`config.mk`:
```
export PLATFORM = sky130hd
export DESIGN_NAME = fpu_issue_ctrl
export DESIGN_NICKNAME = d
export VERILOG_FILES = /design/src/rtl/fpu_issue_ctrl.sv
export SDC_FILE = /design/constraint.sdc
export NUM_CORES = 1
export LEC_CHECK = 0
export ABC_AREA = 1
export CAP_MARGIN = 15
export CORE_MARGIN = 5
export CORE_UTILIZATION = 55
export DETAILED_ROUTE_END_ITERATION = 10
export MAX_ROUTING_LAYER = met4
export PLACE_DENSITY_LB_ADDON = 0.3
export SYNTH_ARGS = -nofsm -noshare
export SYNTH_HDL_FRONTEND = slang
export SYNTH_SLANG_ARGS = --single-unit
```
`constraint.sdc`:
```
create_clock -name clk -period 4.9 [get_ports clk]
set_clock_uncertainty 0.1 [all_clocks]
set_input_delay 0.98 -clock clk [delete_from_list [all_inputs] [get_ports clk]]
set_output_delay 0.98 -clock clk [all_outputs]
set_load 0.01 [all_outputs]
```
`src/rtl/fpu_issue_ctrl.sv`:
```
// Request-side initiator for the FP unit: queues operations, issues one at a time,
// guards each against a unit that never finishes, and returns result plus tag in order.
module fpu_issue_ctrl #(
  parameter int DEPTH   = 4,
  parameter int TIMEOUT = 64,
  parameter int TAG_W   = 4
) (
  input  logic             clk,
  input  logic             rst,
  input  logic             req_valid,
  output logic             req_ready,
  input  logic [1:0]       req_funct,
  input  logic [31:0]      req_a,
  input  logic [31:0]      req_b,
  input  logic [TAG_W-1:0] req_tag,
  output logic [1:0]       fpu_funct,
  output logic [31:0]      fpu_a,
  output logic [31:0]      fpu_b,
  input  logic             fpu_finish,
  input  logic [31:0]      fpu_o,
  output logic             rsp_valid,
  input  logic             rsp_ready,
  output logic [31:0]      rsp_result,
  output logic [TAG_W-1:0] rsp_tag,
  output logic             rsp_timeout,
  output logic             busy
);

  localparam int DATA_W = 32;
  localparam int PTR_W  = $clog2(DEPTH);
  localparam int CNT_W  = PTR_W + 1;
  localparam int TMR_W  = $clog2(TIMEOUT + 1);
  localparam logic [CNT_W-1:0]  FULL     = CNT_W'(DEPTH);
  localparam logic [TMR_W-1:0]  TMR_LAST = TMR_W'(TIMEOUT - 1);
  localparam logic [DATA_W-1:0] QNAN     = 32'h7FC0_0000;

  typedef enum logic [1:0] {S_IDLE, S_ARM, S_WAIT, S_RESP} state_t;

  typedef struct packed {
    logic [1:0]        funct;
    logic [DATA_W-1:0] a;
    logic [DATA_W-1:0] b;
    logic [TAG_W-1:0]  tag;
  } entry_t;

  entry_t            mem [DEPTH];
  logic [PTR_W-1:0]  wr_ptr;
  logic [PTR_W-1:0]  rd_ptr;
  logic [CNT_W-1:0]  count;
  logic [TMR_W-1:0]  timer;
  state_t            state;
  state_t            state_nxt;
  logic              push;
  logic              pop;
  logic              capture;
  logic              expire;
  logic              timer_hit;

  // Ready comes from the registered count only, so a same-cycle pop never opens a full FIFO.
  assign req_ready = (count != FULL);
  assign push      = req_valid && req_ready;
  assign pop       = (state == S_IDLE) && (count != '0);
  assign timer_hit = (timer == TMR_LAST);
  assign rsp_valid = (state == S_RESP);
  assign busy      = (state != S_IDLE) || (count != '0);

  always_ff @(posedge clk) begin
    if (push) begin
      mem[wr_ptr] <= '{funct: req_funct, a: req_a, b: req_b, tag: req_tag};
    end
  end

  always_ff @(posedge clk or posedge rst) begin
    if (rst) begin
      wr_ptr <= '0;
      rd_ptr <= '0;
      count  <= '0;
    end else begin
      if (push) wr_ptr <= wr_ptr + 1'b1;
      if (pop)  rd_ptr <= rd_ptr + 1'b1;
      case ({push, pop})
        2'b10:   count <= count + 1'b1;
        2'b01:   count <= count - 1'b1;
        default: count <= count;
      endcase
    end
  end

  always_ff @(posedge clk or posedge rst) begin
    if (rst) state <= S_IDLE;
    else     state <= state_nxt;
  end

  // ARM only advances on a sampled-low finish so a level left over from the previous op is ignored.
  always_comb begin
    state_nxt = state;
    capture   = 1'b0;
    expire    = 1'b0;
    case (state)
      S_IDLE: if (count != '0) state_nxt = S_ARM;
      S_ARM: begin
        if (timer_hit) begin
          expire    = 1'b1;
          state_nxt = S_RESP;
        end else if (!fpu_finish) begin
          state_nxt = S_WAIT;
        end
      end
      S_WAIT: begin
        if (fpu_finish) begin
          capture   = 1'b1;
          state_nxt = S_RESP;
        end else if (timer_hit) begin
          expire    = 1'b1;
          state_nxt = S_RESP;
        end
      end
      S_RESP: if (rsp_ready) state_nxt = S_IDLE;
      default: state_nxt = S_IDLE;
    endcase
  end

  always_ff @(posedge clk or posedge rst) begin
    if (rst) begin
      fpu_funct   <= '0;
      fpu_a       <= '0;
      fpu_b       <= '0;
      rsp_result  <= '0;
      rsp_tag     <= '0;
      rsp_timeout <= 1'b0;
      timer       <= '0;
    end else begin
      if (pop) begin
        fpu_funct <= mem[rd_ptr].funct;
        fpu_a     <= mem[rd_ptr].a;
        fpu_b     <= mem[rd_ptr].b;
        rsp_tag   <= mem[rd_ptr].tag;
        timer     <= '0;
      end else if (state == S_ARM || state == S_WAIT) begin
        timer <= timer + 1'b1;
      end
      if (capture) begin
        rsp_result  <= fpu_o;
        rsp_timeout <= 1'b0;
      end else if (expire) begin
        rsp_result  <= QNAN;
        rsp_timeout <= 1'b1;
      end
    end
  end

endmodule

```
Word-level counts from Yosys, hierarchy flattened. Memories as Yosys holds them, arrays and structs flattened. A register that Yosys moved wholly into a read port is not among the register bits. Cells that the tools add are included.

Equal/unequal tests: 11. Mux-type cells: 21. Add/subtract/negate cells: 5. Reduce and logical (&&, ||, !) cells: 11.

Operator list (number): 32-bit 2-to-1 mux (2); 7-bit 2-to-1 mux (2); 2-bit 2-to-1 mux (6); 3-bit != test, second input constant (3); 1-bit 2-to-1 mux (8); 2-bit one-hot mux with 4 select lines (1); 2-bit nonzero test (4); 7-bit by 1-bit adder with 7-bit output, second input constant (1); 7-bit by 6-bit equality test with 1-bit output, second input constant (1); 2-bit equality test, second input constant (3); 3-bit one-hot mux with 2 select lines (1); 2-bit by 1-bit adder with 2-bit output, second input constant (2); 2-bit by 1-bit equality test with 1-bit output, second input constant (2); 2-bit by 1-bit != test with 1-bit output, second input constant (2); 4-bit AND reduction (1); 3-bit by 1-bit adder with 3-bit output, second input constant (1); 3-bit nonzero test (1); 3-bit by 1-bit subtractor with 3-bit output, second input constant (1); 1-bit logical AND (2); 2-bit zero test (1); 1-bit logical OR (2); 1-bit one-hot mux with 2 select lines (1).

Flip-flop bits (word level): 49. Output and inout port bits: 106. Memory bits (writable): 280. Memories: 1. Bits of input ports: 107.

Memories: mem (depth 4, width 70, rd ports 1, clocked after Yosys merged registers in 1, write ports 1, RTL line 46) `entry_t mem [DEPTH];`.

Longest topological paths before layout. Gate-level depths: netlist of run 1.

Depth after elaboration: 6. Gate-level depth with buffers: 11.

Worst setup path after synthesis of run 1. No wires, ideal clock.

Path kind: input port to flip-flop. Start: input port req_valid. End: memory mem[0][0] (netlist bit) (enable). Arrival time: 4.087 ns. Setup time: 0.499 ns. Stages: 2. Slack: 0.214 ns. Data required time: 4.301 ns. Path through: nand2_1 nor2_1.

Longest elaborated chain between the ends: 3.

RTL lines: start, declared (RTL line 10) `input logic req_valid,`; 1-bit logical AND (RTL line 61) `assign push = req_valid && req_ready;`; 1-bit 2-to-1 mux (RTL line 68) `if (push) begin`; 1-bit 2-to-1 mux (not written as such) (RTL line 69) `mem[wr_ptr] <= '{funct: req_funct, a: req_a, b: req_b, tag: req_tag};`; end, declared (RTL line 46).

Every way passes these cells.

Worst setup path in the final report of run 1.
Start: register state[0]. End: output port busy.

Longest elaborated chain between the ends: 2.

RTL lines: start, declared (RTL line 51) `state_t state;`; start signal, assigned (RTL line 91) `else state <= state_nxt;`; 2-bit nonzero test (RTL line 65) `assign busy = (state != S_IDLE) || (count != '0);`; 1-bit logical OR (RTL line 65); end, declared (RTL line 26) `output logic busy`.

Every way passes these cells.

==> results.json, run 1 <==
{
  "hold_start": "rsp_result[13]",
  "drt-initial-drc-count": 790,
  "swShare": 0.341,
  "yosysSeqAreaShare": 0.733,
  "ios": 213,
  "rsz0062_at_grt": "no",
  "hp-class": "flop to flop",
  "holdPathStages": 2,
  "synth_area_leader_cell": "edfxtp_1",
  "die_y_um": 178,
  "seq_power_share": 0.411,
  "antenna_found_initial": 2,
  "cts_setup_buffers": 0,
  "synth-seq-cells": 399,
  "max_stage_delay_ps": 560,
  "fin_nets": 1643,
  "num_rows": 61,
  "clock_sinks": 399,
  "leakagePower_uw": 0.00723,
  "reg2reg_slack_ps": 2170,
  "drt-total-wl_um": 34200,
  "fin_crit_ps": 3070,
  "yosysUniqueCellTypes": 25,
  "pwr_density_cell_nw_per_um2": 648,
  "start_kind": "flop",
  "area_growth_pct": 23.7,
  "clockPowerShare": 0.250,
  "drv_slew": 0,
  "worst_path_max_delay_cell": "clkdlybuf4s50_1",
  "hold_ws_ps": 401,
  "cts.htree.levels": 2,
  "fin_util": 0.690,
  "path_cells": "inv_1 > ha_1 > nand3_1 > clkdlybuf4s50_1",
  "power.switching_uw": 4250,
  "initial_core_util": 0.558,
  "dp.cells": 1859,
  "worstHoldEndpoint": "rsp_result[13]",
  "dp_hpwl_um": 19700,
  "finalHoldViolCount": 0,
  "endpoint_kind": "output pin",
  "drc": 0,
  "root_buffer": "clkbuf_16",
  "arrival_ps": 1990,
  "n_fill_cell": 1929,
  "crit_path_max_fanout": 4,
  "synth_nets": 1444,
  "period_share": 0.626,
  "port_buffers": 212,
  "syn_avg_cell_area_um2": 11.7,
  "ff2ff_path_depth": 8,
  "synth_top_area_frac": 0.541,
  "chipWidth_um": 178,
  "first_global_vias": 10300,
  "gp_routability_congestion": 0.804,
  "maxSlewHeadroom": 0.281,
  "status": "finished, final reports clean",
  "cts_hold_repair.buffers": 0,
  "drv_cap": 0,
  "ant_nets": 0,
  "pwr-share-comb": 0.339,
  "ir_drop_v": 0.000480,
  "clk_pin_slew_ps": 60,
  "worst_slack_ps": 1830,
  "crit_required_ps": 3820,
  "track_usage": 0.222,
  "avgViaCountPerCell": 5.31,
  "clock.fmax_mhz": 326,
  "clk_latency_ps": 520,
  "crit_type": "flop to output pin",
  "overflow": 0,
  "syn_area_um2": 15500,
  "grt_start_max_net_pins": 102,
  "synthTopCellsByArea": "edfxtp_1 54%, dfrtp_1 19%, nor2_1 11%",
  "tightest_slew_ps": 1080,
  "rr_endpoint": "rsp_result[26]",
  "tns_ps": 0,
  "via_count": 10300,
  "core_area_um2": 27900,
  "grt_pass1_wl_um": 54400,
  "p_int_uw": 8220,
  "die-area_um2": 31700,
  "fin_cells": 1936,
  "drtPass1Iterations": 5,
  "report.final.setup_viol": 0,
  "dpl_worst_slack_ps": 1430,
  "routedWlPerCell_um": 17.7,
  "cts-resized-gates": 0,
  "drive_gt1_frac": 0.0598,
  "cts_buffer_depth": 3,
  "reg2reg_from": "state[0]",
  "cts_tree": "yes",
  "synthCells": 1326,
  "cts_made_buffers": 41,
  "yosys_warnings": 0
}
[Yosys cell counts (all sizes together)]
| cell | number |
|---|---|
| nand2 | 97 |
| or2 | 9 |
| xor2 | 3 |
| nor3b | 1 |
| clkbuf | 21 |
| nand3 | 39 |
| edfxtp | 280 |
| dfrtp | 119 |
| a21oi | 76 |
| buf | 49 |
| nor3 | 1 |
| o21ai | 144 |
| nor2 | 445 |
| ha | 10 |
| inv | 30 |
| xnor2 | 1 |
| fa | 1 |
[power by group through the flow]
stage	Combinational (uW)	Sequential [uW]	Clock [uW]
6_report	4220	5130	3120
5_1_grt	4740	5230	3320
4_1_cts	4260	5130	3170
3_3_place_gp	4120	5160	0
2_1_floorplan	2560	5240	0
3_5_place_dp	4230	5190	0
[registers in the layout (all words and copies together), names as in the netlist]
register	count
count	3
fpu_a	32
fpu_b	32
fpu_funct	2
mem	280
rd_ptr	2
rsp_result	32
rsp_tag	4
rsp_timeout	1
state	2
timer	7
wr_ptr	2
[final cells by class]
type / instances / area [um^2] / share of cell area
Sequential cell: 399 / 11400 / 0.593
Multi-Input combinational cell: 827 / 3620 / 0.188
Timing Repair Buffer: 226 / 2250 / 0.117
Clock buffer: 58 / 1140 / 0.0594
Tap cell: 378 / 473 / 0.0246
Clock inverter: 16 / 219 / 0.0114
Inverter: 30 / 121 / 0.00631
Antenna cell: 2 / 5.00 / 0.000260
[worst max-delay path, delay by kind of cell, from the launching register on]
kind                       cells  cell delay, ps
buffers and inverters          2             650
adders and majority gates      1             270
and+or+nand+nor                1             160
DFF                            1             400
[through the flow]
step | area [um^2] | total power (uW)
detailed placement | 17800 | 9420
finish | 19200 | 12500
global route | 19200 | 13300
global placement | 17800 | 9280
CTS | 19200 | 12600
floorplan | 15500 | 7800
[logic make-up after synthesis]
kind of cell	synth area share
DFF	0.733
xor gates and xnor gates	0.00226
and+or+nand+nor	0.148
adders and majority gates	0.00934
buffers and inverters	0.0364
AOI/OAI and AO/OA	0.0709
[how the worst max path moves through the flow]
stage | startpoint | to | slack [ps] | depth (start not counted)
after CTS | state[0] | busy | 1800 | 4
after global routing | state[0] | busy | 1760 | 4
after floorplan | req_valid | mem[0][0] | 210 | 2
final | state[0] | busy | 1830 | 4
after global placement | fpu_finish | rsp_result[21] | 1510 | 5
after detailed placement | fpu_finish | rsp_result[5] | 1430 | 5
[placed cells by master (no fill, tap or decap), types with 3 or more instances in the layout]
cell | netlist | layout
clkbuf_16 | 0 | 42
bufinv_16 | 0 | 5
inv_1 | 28 | 27
o21ai_0 | 117 | 117
a21oi_1 | 76 | 76
o21ai_1 | 27 | 27
nand3_1 | 39 | 39
dfrtp_1 | 119 | 117
edfxtp_1 | 280 | 280
or2_2 | 9 | 9
clkinv_2 | 0 | 6
nand2_1 | 96 | 96
clkbuf_8 | 0 | 3
nor2_4 | 0 | 4
buf_4 | 9 | 13
xor2_1 | 3 | 3
nor2_1 | 443 | 439
clkdlybuf4s50_1 | 0 | 212
clkbuf_1 | 19 | 13
clkinv_1 | 0 | 3
ha_1 | 10 | 10
[routing by layer]
metal / GRT usage / vias up / share of wire
met3: 0.0428 / 62 / 0.085
met4: 0.0545 / 0 / 0.020
met1: 0.300 / 4949 / 0.41
li1: - / 4888 / -
met2: 0.354 / 374 / 0.48
met5: - / - / 0
Note: power is estimated with default switching activity, not from simulation.
==> run 2, diff against run 1 <==
==> constraint.sdc (replaced) <==
create_clock -name clk -period 3 [get_ports clk]
set_clock_uncertainty 0.1 [all_clocks]
set_input_delay 0.6 -clock clk [delete_from_list [all_inputs] [get_ports clk]]
set_output_delay 0.6 -clock clk [all_outputs]
set_load 0.01 [all_outputs]
==> results.json, run 2 (same netlist as run 1, synthesis figures left out) <==
{
  "status": "finished, final reports clean",
  "hold_ws_ps": 396,
  "hold_start": "rsp_result[13]",
  "place_area_um2": 18000,
  "crit_path_max_fanout": 4,
  "first_global_vias": 10700,
  "crit_type": "flop to output pin",
  "drv_slew": 0,
  "clock_sinks": 399,
  "dp_hpwl_um": 20100,
  "layout_commonest_cell": "nor2_1",
  "drt-initial-drc-count": 785,
  "tightest_slew_ps": 984,
  "endpoint_kind": "output pin",
  "cts_setup_buffers": 0,
  "antenna_found_initial": 2,
  "drtPass1Iterations": 5,
  "ios": 213,
  "fin_area_um2": 19400,
  "grt_pass1_wl_um": 54500,
  "track_usage": 0.223,
  "drv_cap": 0,
  "core_area_um2": 27900,
  "maxSlewHeadroom": 0.344,
  "clk_pin_slew_ps": 60,
  "fin_cells": 1947,
  "clock.fmax_mhz": 375,
  "ant_nets": 0,
  "period_share": 0.888,
  "rsz0062_at_grt": "no",
  "cts_tree": "yes",
  "num_rows": 61,
  "ff2ff_path_depth": 7,
  "die_y_um": 178,
  "worstHoldEndpoint": "rsp_result[13]",
  "dp.cells": 1871,
  "drive_gt1_frac": 0.0683,
  "drt-total-wl_um": 34300,
  "area_growth_pct": 24.7,
  "initial_core_util": 0.558,
  "clockPowerShare": 0.243,
  "cts_made_buffers": 40,
  "overflow": 0,
  "gp_routability_congestion": 0.786,
  "grt_start_max_net_pins": 142,
  "holdPathStages": 2,
  "seq_power_share": 0.410,
  "swShare": 0.342,
  "fin_crit_ps": 2660,
  "port_buffers": 212,
  "largest-register": "mem",
  "reg2reg_slack_ps": 840,
  "die-area_um2": 31700,
  "largest_register_ffs": 280,
  "pwr-share-comb": 0.348,
  "tns_ps": 0,
  "chipWidth_um": 178,
  "cts_buffer_depth": 3,
  "fin_nets": 1653,
  "rr_endpoint": "fpu_b[18]",
  "routedWlPerCell_um": 17.6,
  "via_count": 10400,
  "start_kind": "flop",
  "clk_latency_ps": 520,
  "crit_required_ps": 2300,
  "avgViaCountPerCell": 5.33,
  "reg2reg_from": "state[0]",
  "final_cell_mix": "439 x nor2_1, 280 x edfxtp_1, 212 x clkdlybuf4s50_1",
  "cts_hold_repair.buffers": 0,
  "ir_drop_v": 0.00101,
  "root_buffer": "clkbuf_16",
  "cts.htree.levels": 2,
  "pwr_density_cell_nw_per_um2": 1050,
  "report.final.setup_viol": 0,
  "n_fill_cell": 1910,
  "leakagePower_uw": 0.00730,
  "arrival_ps": 1960,
  "finalHoldViolCount": 0,
  "power.switching_uw": 6980,
  "drc": 0,
  "cts-resized-gates": 0,
  "hp-class": "flop to flop",
  "p_int_uw": 13400,
  "fin_util": 0.696
}
==> run 2: area by class of cell <==
| type | count | area, um^2 | share of cell area |
|---|---|---|---|
| antenna | 2 | 5.00 | 0.000258 |
| clock buffer | 57 | 1160 | 0.0597 |
| clock inverter | 17 | 173 | 0.00891 |
| inverter | 30 | 120 | 0.00620 |
| multi-input combinational | 827 | 3620 | 0.187 |
| sequential | 399 | 11400 | 0.588 |
| tap | 378 | 473 | 0.0244 |
| timing repair buffer | 237 | 2430 | 0.126 |
==> run 2: through the flow <==
step	total power [uW]	setup slack (ps)
floorplan	12700	-174
global placement	15300	515
detailed placement	15600	524
CTS	20600	302
global route	21700	251
finish	20400	335
==> run 2: worst max-delay path, cell delays in order, from the launching register on <==
cell and delay, ps:
dfrtp_1 400, inv_1 80, ha_1 260, nand3_1 140
clkdlybuf4s50_1 570
==> run 2: power by group through the flow <==
stage | clock network [uW] | logic, uW | registers (uW)
6_report | 4950 | 7090 | 8350
5_1_grt | 5280 | 7930 | 8510
4_1_cts | 5020 | 7190 | 8370
3_5_place_dp | 0 | 7110 | 8460
3_3_place_gp | 0 | 6920 | 8400
2_1_floorplan | 0 | 4190 | 8510
==> run 2: worst max-delay path by stage <==
stage | from | end | slack, ps | depth (start not counted)
global placement | req_valid | mem[2][54] | 510 | 5
global route | state[0] | busy | 250 | 4
CTS | state[0] | busy | 300 | 4
floorplan | req_valid | mem[0][0] | -170 | 2
finish | state[0] | busy | 340 | 4
detailed placement | req_valid | mem[2][56] | 520 | 5
==> run 2: per-layer routing <==
layer  up-vias  part of all wire  global-route usage
li1       4906                 -                   -
met3        61             0.076              0.0464
met5         -                 0                   -
met4         0             0.019              0.0548
met2       369              0.50               0.372
met1      5048              0.41               0.283
